`config.mk`:
```
export PLATFORM = sky130hd
export DESIGN_NAME = cbus_master
export DESIGN_NICKNAME = d
export VERILOG_FILES = /design/src/rtl/cbus_master.sv
export SDC_FILE = /design/constraint.sdc
export NUM_CORES = 1
export LEC_CHECK = 0
export ABC_AREA = 1
export ABC_CLOCK_PERIOD_IN_PS = 2760
export CAP_MARGIN = 25
export CELL_PAD_IN_SITES_DETAIL_PLACEMENT = 0
export CELL_PAD_IN_SITES_GLOBAL_PLACEMENT = 1
export CORE_MARGIN = 2
export CORE_UTILIZATION = 34
export DETAILED_ROUTE_END_ITERATION = 16
export HOLD_SLACK_MARGIN = 0.03
export PLACE_DENSITY = 0.89
export SETUP_SLACK_MARGIN = 0.15
export SLEW_MARGIN = 10
export SYNTH_ARGS = -nofsm -noshare
export SYNTH_HDL_FRONTEND = slang
export SYNTH_SLANG_ARGS = --single-unit
```
`constraint.sdc`:
```
create_clock -name fclk -period 2.76 [get_ports fclk]
set_clock_uncertainty 0.2 [all_clocks]
set_input_delay 0.276 -clock fclk [delete_from_list [all_inputs] [get_ports fclk]]
set_output_delay 0.276 -clock fclk [all_outputs]
set_load 0.05 [all_outputs]
```
`src/rtl/cbus_master.sv`:
```
// rtl/cbus_master.sv - timed read/write cycle initiator for the W5300/SL811 chip bus
module cbus_master #(
  parameter int SETUP  = 1,
  parameter int STROBE = 5,
  parameter int HOLD   = 1
) (
  input  logic       fclk,
  input  logic       rst,
  input  logic       req,
  input  logic       we,
  input  logic       sel,
  input  logic [9:0] addr,
  input  logic [7:0] wdata,
  input  logic       bus_free,
  output logic       ack,
  output logic [7:0] rdata,
  output logic       busy,
  input  logic [7:0] bd_in,
  output logic [7:0] bd_out,
  output logic       bd_oe,
  output logic       w5300_cs_n,
  output logic       sl811_cs_n,
  output logic [9:0] w5300_addr,
  output logic       sl811_a0,
  output logic       bwr_n,
  output logic       brd_n
);

  localparam logic [2:0] ST_IDLE   = 3'd0;
  localparam logic [2:0] ST_SETUP  = 3'd1;
  localparam logic [2:0] ST_STROBE = 3'd2;
  localparam logic [2:0] ST_HOLD   = 3'd3;
  localparam logic [2:0] ST_DONE   = 3'd4;

  // Phase counters are loaded with width-1 and count down to zero.
  localparam logic [3:0] SETUP_N  = 4'(SETUP - 1);
  localparam logic [3:0] STROBE_N = 4'(STROBE - 1);
  localparam logic [3:0] HOLD_N   = 4'(HOLD - 1);

  logic [2:0] state;
  logic [3:0] cnt;
  logic       we_q;

  always_ff @(posedge fclk or posedge rst) begin
    if (rst) begin
      state      <= ST_IDLE;
      cnt        <= 4'd0;
      we_q       <= 1'b0;
      ack        <= 1'b0;
      rdata      <= 8'h00;
      busy       <= 1'b0;
      bd_out     <= 8'h00;
      bd_oe      <= 1'b0;
      w5300_cs_n <= 1'b1;
      sl811_cs_n <= 1'b1;
      w5300_addr <= 10'h000;
      sl811_a0   <= 1'b0;
      bwr_n      <= 1'b1;
      brd_n      <= 1'b1;
    end else begin
      ack <= 1'b0;
      case (state)
        // The ack cycle keeps both chipselects high; a pending request is
        // taken at its closing edge, giving exactly one idle-bus cycle.
        ST_IDLE, ST_DONE: begin
          if (req && bus_free) begin
            we_q       <= we;
            w5300_cs_n <= sel;
            sl811_cs_n <= !sel;
            w5300_addr <= addr;
            sl811_a0   <= addr[0];
            if (we) begin
              bd_out <= wdata;
            end
            bd_oe <= we;
            busy  <= 1'b1;
            cnt   <= SETUP_N;
            state <= ST_SETUP;
          end else begin
            state <= ST_IDLE;
          end
        end
        ST_SETUP: begin
          if (cnt == 4'd0) begin
            bwr_n <= !we_q;
            brd_n <= we_q;
            cnt   <= STROBE_N;
            state <= ST_STROBE;
          end else begin
            cnt <= cnt - 4'd1;
          end
        end
        ST_STROBE: begin
          if (cnt == 4'd0) begin
            bwr_n <= 1'b1;
            brd_n <= 1'b1;
            if (!we_q) begin
              rdata <= bd_in;
            end
            cnt   <= HOLD_N;
            state <= ST_HOLD;
          end else begin
            cnt <= cnt - 4'd1;
          end
        end
        ST_HOLD: begin
          if (cnt == 4'd0) begin
            w5300_cs_n <= 1'b1;
            sl811_cs_n <= 1'b1;
            bd_oe      <= 1'b0;
            ack        <= 1'b1;
            busy       <= 1'b0;
            state      <= ST_DONE;
          end else begin
            cnt <= cnt - 4'd1;
          end
        end
        default: state <= ST_IDLE;
      endcase
    end
  end

endmodule

```
==> summary.md <==
| Metric | Value |
|---|---|
| Clock latency on the worst-skew pair | between 0.2 and 0.3 ns |
| H-tree depth | 2 |
| Max Cap Viol | 0 |
| Largest net degree at the start of global routing | 22 |
| Area after DPL | around 0.0025 sq mm |
| Slowest stage delay, CP | 0.81 ns |
| CP startpoint kind | register |
| ANT cells | 0 |
| Ys flop type | dfrtp_1 |
| Post-synth EDFFs | 0 |
| Fin crit period | 2.10 ns |
| Synth Net Count | between 200 and 250 |
| Final Cell Area | between 0.002 and 0.003 sq mm |
| Clock-pin slew on the worst setup and hold paths | ~0.080 ns |
| Core area | between 0.005 and 0.006 sq mm |
| Critical R2R Launch | state[0] |
| Worst path slowest cell | clkdlybuf4s50_1 |
| Setup bufs post-CTS | 0 |
| Post-Route WL | 3.84 mm |
| Seq/Total Area, Yosys | approximately three fifths |
| Most frequent cells in the layout | nand2_1, clkdlybuf4s50_1, dfrtp_1 |
| Final Hold Fails | 0 |
| CTS buffer count | 5 |
| TritonRoute pass-1 iters | 4 |
| Critical Path, Cell by Cell | clkdlybuf4s50_1 |
| Row cnt | 26 |
| Period utilization | approximately three quarters |
| Vias post-DR | between 1500 and 2000 |
| Yosys reg bits | between 40 and 50 |
| Cell taking the most area after synthesis | dfrtp_1 |
| Fillcell total | approximately 500 |
| Drt wl/cell | between 10 and 15 um |
| Reg2Reg Setup Slack | 0.93 ns |
| I/O pins | 66 |
| Total GRT Usage | approximately 14% |
| Cts repair resizes | 0 |
| P_leak | roughly 1.2 nW |
| Fmax | 0.475 GHz |
| Syn Std Cell Area | roughly 0.0018 sq mm |
| Die height | 76.2 um |
| Status | complete, no violations |
| Slew Limit Fails | 0 |
| CP endpoint kind | output port |
| Crit path buf inv count | 1 |
| Fraction of layout cells with a size suffix above 1 | 10.3% |
| First-pass GRT wire length | around 6.6 mm |
| CTS tree | built |
| Reg2Reg Depth | 6 |
| Crit Path Class | reg2out |
| CTS Hold Buffers Added | 0 |
| Area grow syn2layout | 45.8% |
| Yosys warning total | 0 |
| GRT Residual Overflow | 0 |
| Antenna violations before repair | 0 |
| Min-Delay Path Class | in2async |
| Seq. cell area | a little over 0.001 sq mm |
| Root Buffer | clkbuf_8 |
| NumNets Final | approximately 300 |
| Gpl congestion | between 0.7 and 0.8 |
| Setup TNS | 0 ns |
| PwrDens | around 1400 mW/mm^2 |
| DP HPWL | 2.86 mm |
| Top cell family by delay on the critical path | buffers and inverters |
| Commonest non-fill, non-tap cell in the layout | nand2_1 |
| Clock Sinks | 41 |
| Worst Path Required | between 2 and 2.5 ns |
| CP Max Fanout | 2 |
| DRT iter0 DRCs | 59 |
| Total Die Area | around 0.0058 sq mm |
| Post-synth top area share | a little over half |
| Synth area leaders | dfrtp_1, nand2_1, dfstp_2 |
| Critical path arrival | ~1.6 ns |
| CTS Buffer Depth | 2 |
| Routed Antenna Nets | 0 |
| Cells after Synth | 203 |
| # setup viols final | 0 |
| Worst-margin pin slew | approximately 0.5 ns |
| VDD IR max | 0.000639 V |
| RSZ-0062 raised after global routing | no |
| Die W | between 70 and 80 um |
| Number of distinct library cells after synthesis | 21 |
| Initial cell density of the core | around a third |
| Slew headroom | about two thirds |
| Ys async rst share | 100% |
| Syn_area_per_cell | approximately 8.7 sq um |
| DR vias/cell | around 4.4 |
| FF-to-FF End | bd_out[1] |
| DRC errors left | 0 |
| I/O Buffers | 65 |
| Vias in the first global route | 1498 |
| Multi-input logic area | approximately 640 sq um |
-- synthesized netlist by cell type, types with 3 or more instances --
cell	count
inv_1	13
nor2_1	6
inv_2	3
buf_4	3
o21ai_0	7
nand2_1	90
nand2_2	5
nand3_1	13
o21ai_1	10
dfstp_2	4
dfrtp_1	37
-- flip-flops by register name, summed over array words and instances, names as in the netlist --
| name | cells |
|---|---|
| ack | 1 |
| bd_oe | 1 |
| bd_out | 8 |
| brd_n | 1 |
| busy | 1 |
| bwr_n | 1 |
| cnt | 4 |
| rdata | 8 |
| sl811_cs_n | 1 |
| state | 3 |
| w5300_addr | 10 |
| w5300_cs_n | 1 |
| we_q | 1 |
-- where the power goes --
group,internal (W),switching (W)
Sequential,0.000902,0.000170
Combinational,0.000656,0.00140
Clock,0.000226,0.000197
-- final cells by class --
class / instances / share of cell area (%)
multi-input cells: 140 / 24.7
flip-flops and latches: 41 / 39.9
repair buffers: 67 / 25.8
clock inverters: 1 / 0.194
inverters: 16 / 2.32
clock buffers: 7 / 3.73
well taps: 70 / 3.39
-- metal layers --
metal / vias up / GRT usage [%] / part of all wire [%] / wire, um
met3: 6 / 4.27 / 5.9 / 228
li1: 765 / - / - / -
met1: 695 / 17.2 / 44 / 1700
met2: 46 / 23.9 / 48 / 1860
met5: - / 0 / 0 / 0
met4: 0 / 4.91 / 1.5 / 57
-- metrics by stage --
stage / instances / utilization, % / hold slack (ns) / setup slack (ns) / total power [W]
floorplan: 203 / - / 0.152 / 1.29 / 0.00250
global placement: 334 / 48.9 / 0.257 / 0.727 / 0.00313
detailed placement: 334 / 48.9 / 0.258 / 0.642 / 0.00315
CTS: 342 / 50.9 / 0.0410 / 0.633 / 0.00359
global route: 342 / 50.9 / 0.0596 / 0.614 / 0.00377
finish: 342 / 50.9 / 0.0346 / 0.657 / 0.00355
-- worst max-delay path by stage --
stage | cells after the start | start | end
after floorplan | 7 | cnt[0] | rdata[0]
after global placement | 8 | req | bd_out[1]
after detailed placement | 8 | bus_free | bd_out[1]
after CTS | 1 | w5300_cs_n | w5300_cs_n
after global routing | 1 | w5300_cs_n | w5300_cs_n
final | 1 | w5300_cs_n | w5300_cs_n
-- logic make-up after synthesis --
family,count (synthesis),synth area share [%]
simple gates,120,29.8
flops,41,58.2
fa+ha+maj,1,0.706
compound gates,18,5.08
xor+xnor,1,0.494
buf+inv,22,5.79
(Power assumes the default switching activity.)
